<file path="src/rtl/controlador_banco_if.sv">
// Bus bundle for controlador_banco: command strobe, LOAD/DUMP streams,
// register-bank ports and status. The controller takes the master view;
// the environment (host, stream endpoints and bank) takes the slave view.
interface controlador_banco_if #(
  parameter int unsigned ANCHO     = 16,
  parameter int unsigned NREG_LOG2 = 3
);
  logic                 cmd_start;
  logic                 cmd_op;
  logic [NREG_LOG2-1:0] cmd_base;
  logic [NREG_LOG2:0]   cmd_count;
  logic [ANCHO-1:0]     in_data;
  logic                 in_valid;
  logic                 in_ready;
  logic [ANCHO-1:0]     out_data;
  logic                 out_valid;
  logic                 out_ready;
  logic [NREG_LOG2-1:0] w_addr;
  logic                 en_addr;
  logic [ANCHO-1:0]     d;
  logic [NREG_LOG2-1:0] SEL;
  logic [ANCHO-1:0]     R;
  logic                 busy;
  logic                 done;
  logic [ANCHO-1:0]     checksum;

  modport master (
    input  cmd_start, cmd_op, cmd_base, cmd_count,
    input  in_data, in_valid, out_ready, R,
    output in_ready, out_data, out_valid,
    output w_addr, en_addr, d, SEL,
    output busy, done, checksum
  );

  modport slave (
    output cmd_start, cmd_op, cmd_base, cmd_count,
    output in_data, in_valid, out_ready, R,
    input  in_ready, out_data, out_valid,
    input  w_addr, en_addr, d, SEL,
    input  busy, done, checksum
  );
endinterface

</file>
<file path="src/rtl/controlador_banco.sv">
// controlador_banco: sequencer driving an 8x16 register bank.
// LOAD streams words into consecutive registers, DUMP streams consecutive
// registers out; addresses wrap modulo the register count.
// Optional build macro CONTROLADOR_BANCO_CHECKSUM_EN enables a running
// 16-bit sum of the words moved by the current command; otherwise checksum
// is tied to zero.
module controlador_banco #(
  parameter int unsigned ANCHO     = 16,
  parameter int unsigned NREG_LOG2 = 3
) (
  input  logic                clk,
  input  logic                reset,
  controlador_banco_if.master bus
);

  localparam int unsigned NREG = 1 << NREG_LOG2;

  typedef enum logic [1:0] {
    S_IDLE,
    S_LOAD,
    S_DUMP,
    S_FIN
  } estado_t;

  estado_t              r_state, w_state_next;
  logic [NREG_LOG2-1:0] r_ptr, w_ptr_next;
  logic [NREG_LOG2:0]   r_rem, w_rem_next;
  logic [ANCHO-1:0]     r_out_data, w_out_data_next;
  logic                 r_out_valid, w_out_valid_next;

  logic [NREG_LOG2:0]   w_count_eff;
  logic                 w_accept;
  logic                 w_in_hs;
  logic                 w_out_hs;
  logic                 w_dump_load;

  // Effective word count: 0 and anything above the bank size mean a full pass
  always_comb begin
    w_count_eff = bus.cmd_count;
    if ((bus.cmd_count == '0) || (bus.cmd_count > (NREG_LOG2+1)'(NREG)))
      w_count_eff = (NREG_LOG2+1)'(NREG);
  end

  // Handshake and bank-port decode from the current state
  always_comb begin
    w_accept    = (r_state == S_IDLE) && bus.cmd_start;
    w_in_hs     = (r_state == S_LOAD) && bus.in_valid;
    w_out_hs    = r_out_valid && bus.out_ready;
    w_dump_load = (r_state == S_DUMP) && (!r_out_valid || bus.out_ready) && (r_rem != '0);
  end

  assign bus.in_ready  = (r_state == S_LOAD);
  assign bus.en_addr   = w_in_hs;
  assign bus.w_addr    = r_ptr;
  assign bus.d         = (r_state == S_LOAD) ? bus.in_data : '0;
  assign bus.SEL       = r_ptr;
  assign bus.out_data  = r_out_data;
  assign bus.out_valid = r_out_valid;
  assign bus.busy      = (r_state != S_IDLE);
  assign bus.done      = (r_state == S_FIN);

  // Next-state, pointer, remaining count and output-register logic
  always_comb begin
    w_state_next     = r_state;
    w_ptr_next       = r_ptr;
    w_rem_next       = r_rem;
    w_out_data_next  = r_out_data;
    w_out_valid_next = r_out_valid;
    unique case (r_state)
      S_IDLE: begin
        if (w_accept) begin
          w_ptr_next   = bus.cmd_base;
          w_rem_next   = w_count_eff;
          w_state_next = bus.cmd_op ? S_DUMP : S_LOAD;
        end
      end
      S_LOAD: begin
        if (w_in_hs) begin
          w_ptr_next = r_ptr + 1'b1;
          w_rem_next = r_rem - 1'b1;
          if (r_rem == (NREG_LOG2+1)'(1))
            w_state_next = S_FIN;
        end
      end
      S_DUMP: begin
        // A fresh word is loaded whenever the output slot is free or being
        // drained; only once all words are fetched does a drain end the pass.
        if (w_dump_load) begin
          w_out_data_next  = bus.R;
          w_out_valid_next = 1'b1;
          w_ptr_next       = r_ptr + 1'b1;
          w_rem_next       = r_rem - 1'b1;
        end else if (w_out_hs) begin
          w_out_valid_next = 1'b0;
          w_state_next     = S_FIN;
        end
      end
      S_FIN: begin
        w_state_next = S_IDLE;
      end
      default: begin
        w_state_next = S_IDLE;
      end
    endcase
  end

  // State and datapath registers
  always_ff @(posedge clk) begin
    if (reset) begin
      r_state     <= S_IDLE;
      r_ptr       <= '0;
      r_rem       <= '0;
      r_out_data  <= '0;
      r_out_valid <= 1'b0;
    end else begin
      r_state     <= w_state_next;
      r_ptr       <= w_ptr_next;
      r_rem       <= w_rem_next;
      r_out_data  <= w_out_data_next;
      r_out_valid <= w_out_valid_next;
    end
  end

`ifdef CONTROLADOR_BANCO_CHECKSUM_EN
  logic [ANCHO-1:0] r_checksum;

  // Running sum of transferred words, cleared when a command is accepted
  always_ff @(posedge clk) begin
    if (reset)
      r_checksum <= '0;
    else if (w_accept)
      r_checksum <= '0;
    else if (w_in_hs)
      r_checksum <= r_checksum + bus.in_data;
    else if ((r_state == S_DUMP) && w_out_hs)
      r_checksum <= r_checksum + r_out_data;
  end

  assign bus.checksum = r_checksum;
`else
  assign bus.checksum = '0;
`endif

endmodule

</file>
<file path="src/flat_wrapper.sv">
// flat-port wrapper written by rule: the top's interface ports become plain ports
module controlador_banco_flat 
#(
  parameter int unsigned ANCHO     = 16,
  parameter int unsigned NREG_LOG2 = 3
)
  (clk, reset, bus_cmd_start, bus_cmd_op, bus_cmd_base, bus_cmd_count, bus_in_data, bus_in_valid, bus_out_ready, bus_R, bus_in_ready, bus_out_data, bus_out_valid, bus_w_addr, bus_en_addr, bus_d, bus_SEL, bus_busy, bus_done, bus_checksum);
  controlador_banco_if #(.ANCHO(ANCHO), .NREG_LOG2(NREG_LOG2)) bus_i ();
  input  logic clk;
  input  logic reset;
  input wire logic [$bits(bus_i.cmd_start)-1:0] bus_cmd_start;
  input wire logic [$bits(bus_i.cmd_op)-1:0] bus_cmd_op;
  input wire logic [$bits(bus_i.cmd_base)-1:0] bus_cmd_base;
  input wire logic [$bits(bus_i.cmd_count)-1:0] bus_cmd_count;
  input wire logic [$bits(bus_i.in_data)-1:0] bus_in_data;
  input wire logic [$bits(bus_i.in_valid)-1:0] bus_in_valid;
  input wire logic [$bits(bus_i.out_ready)-1:0] bus_out_ready;
  input wire logic [$bits(bus_i.R)-1:0] bus_R;
  output wire logic [$bits(bus_i.in_ready)-1:0] bus_in_ready;
  output wire logic [$bits(bus_i.out_data)-1:0] bus_out_data;
  output wire logic [$bits(bus_i.out_valid)-1:0] bus_out_valid;
  output wire logic [$bits(bus_i.w_addr)-1:0] bus_w_addr;
  output wire logic [$bits(bus_i.en_addr)-1:0] bus_en_addr;
  output wire logic [$bits(bus_i.d)-1:0] bus_d;
  output wire logic [$bits(bus_i.SEL)-1:0] bus_SEL;
  output wire logic [$bits(bus_i.busy)-1:0] bus_busy;
  output wire logic [$bits(bus_i.done)-1:0] bus_done;
  output wire logic [$bits(bus_i.checksum)-1:0] bus_checksum;
  assign bus_i.cmd_start = bus_cmd_start;
  assign bus_i.cmd_op = bus_cmd_op;
  assign bus_i.cmd_base = bus_cmd_base;
  assign bus_i.cmd_count = bus_cmd_count;
  assign bus_i.in_data = bus_in_data;
  assign bus_i.in_valid = bus_in_valid;
  assign bus_i.out_ready = bus_out_ready;
  assign bus_i.R = bus_R;
  assign bus_in_ready = bus_i.in_ready;
  assign bus_out_data = bus_i.out_data;
  assign bus_out_valid = bus_i.out_valid;
  assign bus_w_addr = bus_i.w_addr;
  assign bus_en_addr = bus_i.en_addr;
  assign bus_d = bus_i.d;
  assign bus_SEL = bus_i.SEL;
  assign bus_busy = bus_i.busy;
  assign bus_done = bus_i.done;
  assign bus_checksum = bus_i.checksum;
  controlador_banco #(.ANCHO(ANCHO), .NREG_LOG2(NREG_LOG2)) u_core (.clk(clk), .reset(reset), .bus(bus_i));
endmodule
</file>
<file path="config.mk">
export PLATFORM = sky130hd
export DESIGN_NAME = controlador_banco_flat
export DESIGN_NICKNAME = d
export VERILOG_FILES = /design/src/rtl/controlador_banco_if.sv /design/src/rtl/controlador_banco.sv /design/src/flat_wrapper.sv
export SDC_FILE = /design/constraint.sdc
export NUM_CORES = 1
export LEC_CHECK = 0
export CORE_MARGIN = 2
export CORE_UTILIZATION = 39
export CTS_CLUSTER_DIAMETER = 30
export DETAILED_ROUTE_END_ITERATION = 10
export GPL_TIMING_DRIVEN = 0
export PLACE_DENSITY = 0.9
export REMOVE_ABC_BUFFERS = 1
export SETUP_SLACK_MARGIN = 0.3
export SYNTH_ARGS = -nofsm -noshare
export SYNTH_HDL_FRONTEND = slang
export SYNTH_SLANG_ARGS = --single-unit
</file>
<file path="constraint.sdc">
create_clock -name clk -period 5.1 [get_ports clk]
set_input_delay 0.51 -clock clk [delete_from_list [all_inputs] [get_ports clk]]
set_output_delay 0.51 -clock clk [all_outputs]
set_load 0.03 [all_outputs]
</file>
==> reports/metrics.csv <==
metric,value,unit
GPL Wtd Cong,0.820,
Die Y,67.4,um
root buffer cell,clkbuf_8,
combinational family with the most area after synthesis,simple AND/OR/NAND/NOR gates,
setup_tns,0,ns
Initial DRC Count,44,
Post-Route Skew,0.00440,ns
GRT overflow,0,
Initial Util,39.7,%
gr usage total,15.6,%
post-synthesis adder-cell area fraction,7.19,%
cts bufs inserted,3,
HP Class,flip-flop to flip-flop,
TritonRoute pass-1 iters,4,
RSZ-0062 raised after global routing,false,
mux contribution to synthesized area,10.9,%
Netlist cell types,42,
post-synthesis sequential area ratio,33.2,%
vias,1434,
WS Path Type,flip-flop to output port,
P&R area growth vs syn,54.3,%
FP Rows,23,
syn_area_per_cell,8.80,um2
Post-Syn Instances,178,
WL final,3660,um
vias per inst,4.66,
die area,4540,um2
endpoint type of the worst setup path,output port,
Crit path required time,4.59,ns
max-slew violations,0,
I/O pin cnt,104,
Synth async-reset ratio,0,%
total setup buffers inserted after CTS,0,
final net count,313,
maxcap violations,0,
CTS tree,yes,
Ys Warns,0,
crit path max fanout,20,
achievable frequency,384,MHz
post-synthesis compound-gate area fraction,13.7,%
worst vdd ir,0.352,mV
Setup WS pre-CTS,2.69,ns
"Power, Total",1.04,mW
H-tree depth,1,
dpl hpwl,2890,um
Final min period,2.60,ns
die width,67.4,um
Max-slew headroom,34.5,%
fin cells,308,
outcome,"finished, final reports clean",
number of synthesized register bits,26,
core area,3940,um2
Setup-failing EPs final,0,
most common flop cell mapped by yosys,dfxtp_1,
pwr dens,430,nW/um2
crit share post-route,51.0,%
top area cells in the synthesized netlist,"dfxtp_1 33%, mux2i_1 11%, buf_4 9.1%, ha_1 7.2%, and2_1 6.8%",
ant diodes,0,
fraction of layout cells with a size suffix above 1,2.71,%
antenna-violating nets left,0,
Final Util,61.3,%
first-pass GRT wire length,5580,um
Leak,1.06,nW
actual slew at the worst max-slew pin,0.979,ns
"area leader, netlist",dfxtp_1,
Netlist Area Pre-Place,1570,um2
vias in the first global route,1253,
"Hold Violations, Final",0,
largest net degree at the start of global routing,29,
Fillers,344,
clock buffer depth,2,
Post-CTS Hold Buffers,0,
"Reg clk slew, reported paths",0.09,ns
R2R cell count,6,
post-cts sizing count,0,
# DRC,0,
Synth top area share,33.2,%
Simple-Gate Fraction of Synth Area,18.9,%
Reg area,520,um2
cell depth of the worst hold path,2,
setup ws final,2.50,ns
area of the multi-input gates,863,um2
initial antenna violation count,0,
number of synthesized flops with an enable pin,0,
"top cells by count, synth","26 x dfxtp_1, 23 x nor2_1, 19 x buf_4, 17 x and2_1, 17 x mux2i_1",
Clock Latency Late Sink,0.27,ns
Post-Synth XOR/XNOR Area,0.559,%
placed cell count,304,
CTS sink count,26,
critical path launch point type,flip-flop,
Critical Path AT,2.09,ns
number of port buffers,87,
most numerous cell in the Yosys netlist,dfxtp_1,
WL/cell,11.9,um
## final cells by class
| type | count | area share [%] |
|---|---|---|
| clock buffers | 4 | 2.28 |
| inverters | 12 | 1.86 |
| multi-input cells | 129 | 35.7 |
| flip-flops and latches | 26 | 21.5 |
| well taps | 50 | 2.59 |
| repair buffers | 87 | 36.0 |
## flip-flops by register name, indices dropped and copies added, names as in the netlist
signal                count
u_core.bus.out_data      16
u_core.r_rem              4
u_core.bus.SEL            3
u_core.r_state            2
u_core.bus.out_valid      1
## cell usage in the layout (no fill, tap or decap), types with 3 or more instances in the layout
master           synthesis  routed
inv_1                   11      11
clkdlybuf4s50_1          0      87
nand2_1                  3       3
ha_1                     9       9
o21ai_0                  3       3
o31ai_1                  3       3
nor2_1                  23      23
dfxtp_1                 26      26
nand2b_1                 3       3
conb_1                   1      16
mux2i_1                 17      17
a21oi_1                  6       6
clkbuf_8                 0       4
and2_1                  17      17
## logic make-up (layout without fill, tap and decap cells)
group	count (synthesis)	after routing
AND/OR/NAND/NOR	56	56
buffers and inverters	38	103
AO/OA/AOI/OAI	30	30
flip-flops	26	26
multiplexers	17	17
adder cells (fa/ha/maj)	9	9
other	1	16
XOR/XNOR	1	1
## per-layer routing
| metal | global-route usage, % | share of wire (%) | vias to the layer above |
|---|---|---|---|
| met2 | 27.4 | 52 | 49 |
| li1 | - | - | 730 |
| met3 | 4.67 | 6.4 | 6 |
| met4 | 1.79 | 0.74 | 0 |
| met5 | 0 | 0 | - |
| met1 | 19.5 | 41 | 649 |
## where the power goes
part           internal [mW]  total, mW  switching (mW)
combinational          0.264      0.611           0.347
clock                 0.0689      0.133          0.0643
sequential             0.255      0.296          0.0413
## final timing paths
path	from	end	slack, ns
worst min register to register	u_core.bus.out_data[14]$_SDFFE_PP0P_	u_core.bus.out_data[14]$_SDFFE_PP0P_	0.50
worst min-delay path	u_core.bus.out_data[14]$_SDFFE_PP0P_	u_core.bus.out_data[14]$_SDFFE_PP0P_	0.50
worst max register to register	u_core.r_rem[0]$_SDFFE_PP0P_	u_core.bus.out_data[2]$_SDFFE_PP0P_	2.94
worst max-delay path	u_core.r_state[1]$_SDFFE_PP0P_	bus_d[3]	2.50
## critical path: stages, from the launching register on
cell,delay (ns)
dfxtp_1,0.35
inv_1,0.13
ha_1,0.46
and2_1,0.20
clkdlybuf4s50_1,0.67
## through the flow
| stage | hold WS, ns | area [um2] |
|---|---|---|
| final | 0.501 | 2420 |
| after CTS | 0.506 | 2420 |
| after floorplan | 0.473 | 1430 |
| after global routing | 0.530 | 2420 |
| after detailed placement | 0.484 | 2360 |
| after global placement | 0.473 | 2360 |
No activity file was read; power rests on OpenSTA's default activity.
